==> src/rtl/suprloco_pkg.sv <==
// Shared constants and types for the Super Locomotive ROM loader.
// Region map of the index-0 download stream, index codes, FSM and select types.
package suprloco_pkg;

    localparam logic [26:0] MAIN_BASE = 27'h000_0000;
    localparam logic [26:0] MAIN_SIZE = 27'h000_C000;
    localparam logic [26:0] SND_BASE  = MAIN_BASE + MAIN_SIZE;
    localparam logic [26:0] SND_SIZE  = 27'h000_1000;
    localparam logic [26:0] TILE_BASE = SND_BASE + SND_SIZE;
    localparam logic [26:0] TILE_SIZE = 27'h000_6000;
    localparam logic [26:0] SPR_BASE  = TILE_BASE + TILE_SIZE;
    localparam logic [26:0] SPR_SIZE  = 27'h000_8000;
    localparam logic [26:0] PROM_BASE = SPR_BASE + SPR_SIZE;
    localparam logic [26:0] PROM_SIZE = 27'h000_0400;
    localparam logic [26:0] ROM_TOTAL = 27'h001_B400;

    localparam logic [16:0] CNT_MAX = 17'h1_FFFF;

    localparam logic [15:0] IDX_ROM = 16'd0;
    localparam logic [15:0] IDX_DIP = 16'd254;

    typedef enum logic [1:0] {
        ST_IDLE,
        ST_LATCH,
        ST_WRITE,
        ST_RELEASE
    } ld_state_e;

    typedef enum logic [4:0] {
        SEL_NONE = 5'b00000,
        SEL_MAIN = 5'b00001,
        SEL_SND  = 5'b00010,
        SEL_TILE = 5'b00100,
        SEL_SPR  = 5'b01000,
        SEL_PROM = 5'b10000
    } rom_sel_e;

endpackage

==> src/rtl/suprloco_region_decode.sv <==
// Maps a download-stream offset onto a ROM region select and a
// region-local byte address; flags offsets past the end of the image.
module suprloco_region_decode
    import suprloco_pkg::*;
(
    input  logic [26:0] i_addr,
    output rom_sel_e    o_sel,
    output logic [15:0] o_local,
    output logic        o_oor
);

    logic [15:0] base;

    // Region lookup by ascending base; local address is offset from that base.
    always_comb begin
        o_sel = SEL_NONE;
        base  = 16'h0000;
        o_oor = 1'b0;
        if (i_addr < SND_BASE) begin
            o_sel = SEL_MAIN;
            base  = MAIN_BASE[15:0];
        end else if (i_addr < TILE_BASE) begin
            o_sel = SEL_SND;
            base  = SND_BASE[15:0];
        end else if (i_addr < SPR_BASE) begin
            o_sel = SEL_TILE;
            base  = TILE_BASE[15:0];
        end else if (i_addr < PROM_BASE) begin
            o_sel = SEL_SPR;
            base  = SPR_BASE[15:0];
        end else if (i_addr < PROM_BASE + PROM_SIZE) begin
            o_sel = SEL_PROM;
            base  = PROM_BASE[15:0];
        end else begin
            o_oor = 1'b1;
        end
        o_local = i_addr[15:0] - base;
    end

endmodule

==> src/rtl/suprloco_rom_loader.sv <==
// HPS ioctl download front end: steers ROM bytes into region writes,
// captures DIP bytes, tracks load completion and holds the core in reset.
module suprloco_rom_loader
    import suprloco_pkg::*;
(
    input  logic        i_EMU_MCLK,
    input  logic        i_EMU_INITRST,
    input  logic [15:0] ioctl_index,
    input  logic        ioctl_download,
    input  logic [26:0] ioctl_addr,
    input  logic [7:0]  ioctl_data,
    input  logic        ioctl_wr,
    output logic        ioctl_wait,
    output logic [15:0] o_ROM_ADDR,
    output logic [7:0]  o_ROM_DATA,
    output logic        o_ROM_WR,
    output logic [4:0]  o_ROM_SEL,
    output logic [7:0]  o_DIP0,
    output logic [7:0]  o_DIP1,
    output logic        o_ROM_LOADED,
    output logic        o_CORE_RST,
    output logic        o_LOAD_ERR
);

    ld_state_e   state_q, state_d;
    logic [26:0] addr_q, addr_d;
    logic [7:0]  data_q, data_d;
    logic [15:0] idx_q, idx_d;
    logic        wait_q, wait_d;
    logic        rom_wr_q, rom_wr_d;
    logic [4:0]  rom_sel_q, rom_sel_d;
    logic [15:0] rom_addr_q, rom_addr_d;
    logic [7:0]  rom_data_q, rom_data_d;
    logic [7:0]  dip0_q, dip0_d;
    logic [7:0]  dip1_q, dip1_d;
    logic        loaded_q, loaded_d;
    logic        err_q, err_d;
    logic        core_rst_q, core_rst_d;
    logic [16:0] cnt_q, cnt_d;
    logic        dl_q, dl_d;
    logic        pend_q, pend_d;

    rom_sel_e    dec_sel;
    logic [15:0] dec_local;
    logic        dec_oor;

    logic        idx_rom;
    logic        dl_start;
    logic        dl_end;
    logic        accept;

    suprloco_region_decode u_dec (
        .i_addr  (addr_q),
        .o_sel   (dec_sel),
        .o_local (dec_local),
        .o_oor   (dec_oor)
    );

    assign idx_rom  = (ioctl_index == IDX_ROM);
    assign dl_start = ioctl_download & ~dl_q & idx_rom;
    assign dl_end   = ~ioctl_download & dl_q & idx_rom;
    assign accept   = (state_q == ST_IDLE) & ioctl_wr & ioctl_download;

    // Next-state: byte FSM, counter, sticky flags and deferred end-of-load check.
    always_comb begin
        state_d    = state_q;
        addr_d     = addr_q;
        data_d     = data_q;
        idx_d      = idx_q;
        wait_d     = wait_q;
        rom_wr_d   = rom_wr_q;
        rom_sel_d  = rom_sel_q;
        rom_addr_d = rom_addr_q;
        rom_data_d = rom_data_q;
        dip0_d     = dip0_q;
        dip1_d     = dip1_q;
        loaded_d   = loaded_q;
        err_d      = err_q;
        cnt_d      = cnt_q;
        pend_d     = pend_q;
        dl_d       = ioctl_download;
        core_rst_d = ~loaded_q | (ioctl_download & idx_rom);

        if (dl_start) begin
            cnt_d    = '0;
            loaded_d = 1'b0;
            err_d    = 1'b0;
            pend_d   = 1'b0;
        end

        if (accept && idx_rom && (cnt_d != CNT_MAX)) begin
            cnt_d = cnt_d + 17'd1;
        end

        unique case (state_q)
            ST_IDLE: begin
                if (accept) begin
                    state_d = ST_LATCH;
                    addr_d  = ioctl_addr;
                    data_d  = ioctl_data;
                    idx_d   = ioctl_index;
                    wait_d  = 1'b1;
                end
            end
            ST_LATCH: begin
                state_d   = ST_WRITE;
                wait_d    = 1'b1;
                rom_sel_d = SEL_NONE;
                if (idx_q == IDX_ROM) begin
                    if (dec_oor) begin
                        err_d = 1'b1;
                    end else begin
                        rom_wr_d   = 1'b1;
                        rom_sel_d  = dec_sel;
                        rom_addr_d = dec_local;
                        rom_data_d = data_q;
                    end
                end else if (idx_q == IDX_DIP) begin
                    if (addr_q == 27'd0) begin
                        dip0_d = data_q;
                    end else if (addr_q == 27'd1) begin
                        dip1_d = data_q;
                    end
                end
            end
            ST_WRITE: begin
                state_d  = ST_RELEASE;
                wait_d   = 1'b1;
                rom_wr_d = 1'b0;
            end
            ST_RELEASE: begin
                state_d = ST_IDLE;
                wait_d  = 1'b0;
            end
            default: begin
                state_d = ST_IDLE;
                wait_d  = 1'b0;
            end
        endcase

        if (ioctl_wr && (state_q != ST_IDLE)) begin
            err_d = 1'b1;
        end

        if ((dl_end || pend_q) && !dl_start) begin
            if (state_q == ST_IDLE) begin
                loaded_d = (cnt_q >= ROM_TOTAL[16:0]) && !err_q;
                pend_d   = 1'b0;
            end else begin
                pend_d = 1'b1;
            end
        end
    end

    // State and registered outputs; reset abandons any byte in flight.
    always_ff @(posedge i_EMU_MCLK or posedge i_EMU_INITRST) begin
        if (i_EMU_INITRST) begin
            state_q    <= ST_IDLE;
            addr_q     <= '0;
            data_q     <= '0;
            idx_q      <= '0;
            wait_q     <= 1'b0;
            rom_wr_q   <= 1'b0;
            rom_sel_q  <= SEL_NONE;
            rom_addr_q <= '0;
            rom_data_q <= '0;
            dip0_q     <= 8'hFF;
            dip1_q     <= 8'hFF;
            loaded_q   <= 1'b0;
            err_q      <= 1'b0;
            core_rst_q <= 1'b1;
            cnt_q      <= '0;
            dl_q       <= 1'b0;
            pend_q     <= 1'b0;
        end else begin
            state_q    <= state_d;
            addr_q     <= addr_d;
            data_q     <= data_d;
            idx_q      <= idx_d;
            wait_q     <= wait_d;
            rom_wr_q   <= rom_wr_d;
            rom_sel_q  <= rom_sel_d;
            rom_addr_q <= rom_addr_d;
            rom_data_q <= rom_data_d;
            dip0_q     <= dip0_d;
            dip1_q     <= dip1_d;
            loaded_q   <= loaded_d;
            err_q      <= err_d;
            core_rst_q <= core_rst_d;
            cnt_q      <= cnt_d;
            dl_q       <= dl_d;
            pend_q     <= pend_d;
        end
    end

    assign ioctl_wait   = wait_q;
    assign o_ROM_WR     = rom_wr_q;
    assign o_ROM_SEL    = rom_sel_q;
    assign o_ROM_ADDR   = rom_addr_q;
    assign o_ROM_DATA   = rom_data_q;
    assign o_DIP0       = dip0_q;
    assign o_DIP1       = dip1_q;
    assign o_ROM_LOADED = loaded_q;
    assign o_LOAD_ERR   = err_q;
    assign o_CORE_RST   = core_rst_q;

endmodule

==> config.mk <==
export PLATFORM = sky130hd
export DESIGN_NAME = suprloco_rom_loader
export DESIGN_NICKNAME = d
export VERILOG_FILES = /design/src/rtl/suprloco_pkg.sv /design/src/rtl/suprloco_region_decode.sv /design/src/rtl/suprloco_rom_loader.sv
export SDC_FILE = /design/constraint.sdc
export NUM_CORES = 1
export LEC_CHECK = 0
export ABC_AREA = 1
export ABC_CLOCK_PERIOD_IN_PS = 7300
export CELL_PAD_IN_SITES_DETAIL_PLACEMENT = 1
export CELL_PAD_IN_SITES_GLOBAL_PLACEMENT = 1
export CORE_ASPECT_RATIO = 1.25
export CORE_MARGIN = 3
export CORE_UTILIZATION = 42
export CTS_CLUSTER_SIZE = 24
export DETAILED_ROUTE_END_ITERATION = 6
export PLACE_DENSITY = 0.83
export SYNTH_ARGS = -nofsm -noshare
export SYNTH_HDL_FRONTEND = slang
export SYNTH_SLANG_ARGS = --single-unit
==> constraint.sdc <==
create_clock -name i_EMU_MCLK -period 7.3 [get_ports i_EMU_MCLK]
set_input_delay 1.095 -clock i_EMU_MCLK [delete_from_list [all_inputs] [get_ports i_EMU_MCLK]]
set_output_delay 1.095 -clock i_EMU_MCLK [all_outputs]
set_load 0.01 [all_outputs]
==> results.yml <==
logic_synthesis:
  synth_commonest_cells: "sky130_fd_sc_hd__nand2_1, sky130_fd_sc_hd__dfrtp_1, sky130_fd_sc_hd__inv_1"
  syn-cell-area_mm2: 0.00562
  postSynthAreaPerCell_um2: 8.65
  netlist_top_cells_area: "sky130_fd_sc_hd__dfrtp_1, sky130_fd_sc_hd__nand2_1, sky130_fd_sc_hd__dfstp_2, sky130_fd_sc_hd__inv_1, sky130_fd_sc_hd__nor2_1"
  yosys_register_bits: 122
  synth_compound_gate_area_share: 0.0753
  netlist.area_leader.share: 0.468
  syn_inst: 649
  synth_most_common_cell: "sky130_fd_sc_hd__nand2_1"
  synth_flop_cell: "sky130_fd_sc_hd__dfrtp_1"
  synthesis.yosys.warnings: 0
  yosys.area_share.adder: 0.0236
  synth_top_family_by_area: "simple AND/OR/NAND/NOR gates"
  seq_area_frac_synth: 0.547
  syn-num-nets: 714
  synth_enable_flop_cells: 0
  synth_top_area_cell: "sky130_fd_sc_hd__dfrtp_1"
  synth_async_sr_flop_share: 1.00
  yosys.area_share.simple: 0.276
  muxShareOfSynthArea: 0
  yosysUniqueCellTypes: 46
  post_synth_xor_area_fraction: 0.0172
global_routing:
  initial_antenna_violation_count: 0
  grt_util_all_layers: 0.236
  grt_pass1_wl_um: 26800
  grt_max_degree: 78
  grt_pass1_vias: 5252
  overflow: 0
cts:
  post_cts_buffers: 0
  number_of_cells_upsized_or_downsized_after_cts: 0
  cts.sink_count: 122
  cts_hold_buf: 0
  clock_insertion_delay_worst_skew_ps: 420
  tritoncts: "built"
  h_tree_level_count: 4
  cts.clk_slew.worst_paths_ps: 60
  cts_root_buffer: "sky130_fd_sc_hd__clkbuf_16"
  cts-root-to-sink-buffers: 2
  cts_buffers: 17
drt:
  dr.pass1.iters: 4
  vias: 4808
  wl_um: 16300
  postRouteAntennaNets: 0
  via_count_normalized_by_instance_count: 5.14
  post-route-drc-count: 0
  detail_routed_net_length_per_standard_cell_um: 17.4
  drt_iter0_drc: 184
cells_and_area:
  design.final.nets: 820
  fill_cells: 1508
  insertedDiodeCount: 0
  layout-drive-gt1-share: 0.128
  area_delta_synth_final_pct: 32.3
  utilization: 0.576
setup_path:
  worstPathCellList: "clkdlybuf4s50_1 -> nor2_1 -> nand2_1 -> nor2_4 -> nand3_4 -> nand2_1 -> inv_1 -> ha_1 -> nand2_1 -> inv_1 -> nand3_1 -> nor3_1 -> nand4_1 -> nor2_1 -> ha_1 -> inv_1 -> nand4_2 -> nor2_1 -> nand4_1 -> nor2_1 -> nand3_1 -> nand2_1"
  cp.required_ps: 7650
  cell_count_of_the_worst_reg_to_reg_path: 19
  critPathArrivalTime_ps: 4410
  critPathSlowestCell: "sky130_fd_sc_hd__clkdlybuf4s50_1"
  worst_path_largest_cell_delay_ps: 420
  setup.worst_path.class: "in2reg"
  worstSetupStartpointType: "primary input"
  largest_driver_fanout_on_the_critical_path: 25
  critPathCaptureType: "flop"
  critPathTopFamily: "simple AND/OR/NAND/NOR gates"
  cp.buffers_inverters: 4
  cp.depth: 22
  ff2ff_setup_slack_ps: 4240
die:
  die_width_um: 109
  floorplan.io_pins: 105
  initial_utilization: 0.436
  die_area_mm2: 0.0148
  die_h_um: 135
  coreArea_mm2: 0.0129
  floorplan.rows: 46
place:
  place_congestion: 0.850
  place_ws_ps: 2840
  io_buffers: 104
  place.detailed.hpwl_um: 11100
worst_hold_path:
  worstHoldPathCells: 2
  hold_path_class: "reg2reg"
timing:
  post-route-worst-setup-slack_ps: 3240
  final_hold_vios: 0
  final-setup-viol-count: 0
  fin_crit_sh: 0.556
  achievable-frequency_ghz: 0.246
  rsz0062_at_grt: "no"
  slew_headroom: 0.453
  finalMaxSlewViolations: 0
  tightest_pin_transition_ps: 820
  totalNegativeSetupSlack_ps: 0
  timing.final.crit_period_ps: 4060
  worst_clock_skew_ps: 10.4
status:
  status: "completed"
job:
  drv_cap: 0
power:
  total_power_mw: 2.30
  vdd.ir_drop.worst_v: 0.000140
  leakagePower_nw: 3.50
  p_per_area_mw_per_mm2: 310
==> area by class of cell <==
class | count | area [µm²] | share of cell area
sequential | 122 | 3070 | 0.414
inverter | 64 | 245 | 0.0330
tap | 168 | 210 | 0.0283
clock buffer | 20 | 447 | 0.0601
multi-input combinational | 444 | 2200 | 0.296
timing repair buffer | 106 | 1060 | 0.142
clock inverter | 12 | 196 | 0.0264
==> placed cells by master, fill, tap and decap left out, types with 2 or more instances in the layout <==
cell type | Yosys | routed
sky130_fd_sc_hd__xnor2_1 | 3 | 3
sky130_fd_sc_hd__clkinvlp_4 | 0 | 3
sky130_fd_sc_hd__nor2_1 | 41 | 41
sky130_fd_sc_hd__nand4_1 | 6 | 6
sky130_fd_sc_hd__clkdlybuf4s50_1 | 0 | 104
sky130_fd_sc_hd__buf_4 | 1 | 2
sky130_fd_sc_hd__nor2_2 | 5 | 5
sky130_fd_sc_hd__nor3_4 | 2 | 2
sky130_fd_sc_hd__inv_1 | 50 | 49
sky130_fd_sc_hd__o21ai_0 | 28 | 28
sky130_fd_sc_hd__nand3_2 | 4 | 4
sky130_fd_sc_hd__nor2_4 | 4 | 4
sky130_fd_sc_hd__o21ai_2 | 8 | 8
sky130_fd_sc_hd__dfstp_2 | 17 | 17
sky130_fd_sc_hd__clkbuf_16 | 0 | 17
sky130_fd_sc_hd__nor3_1 | 7 | 7
sky130_fd_sc_hd__bufinv_16 | 0 | 5
sky130_fd_sc_hd__nand3_1 | 26 | 26
sky130_fd_sc_hd__inv_2 | 13 | 13
sky130_fd_sc_hd__a21oi_1 | 5 | 5
sky130_fd_sc_hd__o21ai_1 | 22 | 22
sky130_fd_sc_hd__clkinv_2 | 0 | 3
sky130_fd_sc_hd__dfrtp_1 | 105 | 105
sky130_fd_sc_hd__clkbuf_1 | 6 | 2
sky130_fd_sc_hd__ha_1 | 9 | 9
sky130_fd_sc_hd__inv_4 | 1 | 2
sky130_fd_sc_hd__nor4_1 | 3 | 3
sky130_fd_sc_hd__o21bai_1 | 2 | 2
sky130_fd_sc_hd__xor2_1 | 8 | 8
sky130_fd_sc_hd__nand2_2 | 2 | 2
sky130_fd_sc_hd__o31ai_1 | 2 | 2
sky130_fd_sc_hd__nand2_1 | 241 | 241
==> path summary, 6_finish.rpt <==
path / start / end
setup / recovery: ioctl_index[1] / cnt_q[15]
hold / removal: o_DIP1[4] / o_DIP1[4]
setup reg to reg: dl_q / cnt_q[15]
hold reg to reg: o_DIP1[4] / o_DIP1[4]
max in group asynchronous: i_EMU_INITRST / cnt_q[5]
min in group asynchronous: i_EMU_INITRST / data_q[3]
==> worst reg2reg max path: cells and delay by family, from the launching register on <==
kind	cells	cell delay [ps]
fa+ha+maj	2	440
simple gates	14	2000
buf+inv	3	180
flops	1	380
==> state kept, by name (all words and copies together) (netlist names) <==
| signal | flops |
|---|---|
| pend_q | 1 |
| o_LOAD_ERR | 1 |
| o_ROM_ADDR | 16 |
| state_q | 2 |
| dl_q | 1 |
| o_CORE_RST | 1 |
| o_ROM_DATA | 8 |
| ioctl_wait | 1 |
| o_ROM_LOADED | 1 |
| o_DIP0 | 8 |
| o_ROM_SEL | 5 |
| addr_q | 27 |
| data_q | 8 |
| o_DIP1 | 8 |
| idx_q | 16 |
| o_ROM_WR | 1 |
| cnt_q | 17 |
==> report_power, final <==
part / internal [mW] / switching [mW] / leakage, nW / total, mW
combinational: 0.155 / 0.298 / 1.65 / 0.452
sequential: 0.822 / 0.102 / 1.54 / 0.924
clock: 0.613 / 0.315 / 0.306 / 0.928
total: 1.59 / 0.714 / 3.50 / 2.30
==> kinds of logic after synthesis <==
| group | after synthesis |
|---|---|
| DFF | 122 |
| buffers and inverters | 83 |
| AOI/OAI and AO/OA | 72 |
| and+or+nand+nor | 351 |
| xor gates and xnor gates | 11 |
| adders and majority gates | 10 |
==> per-layer routing <==
layer	global-route usage	wire, µm	part of all wire
met1	0.262	6260	0.38
met2	0.443	9140	0.56
met3	0.0548	616	0.038
met4	0.0644	265	0.016
met5	0	0	0
==> metrics by stage <==
stage               area, µm²  hold slack, ps  std cells
finish                   7430             461        936
CTS                      7430             466        936
floorplan                5620             442        649
global route             7430             476        936
global placement         6790             450        904
detailed placement       6790             457        904
Note: power is estimated with default switching activity, not from simulation.
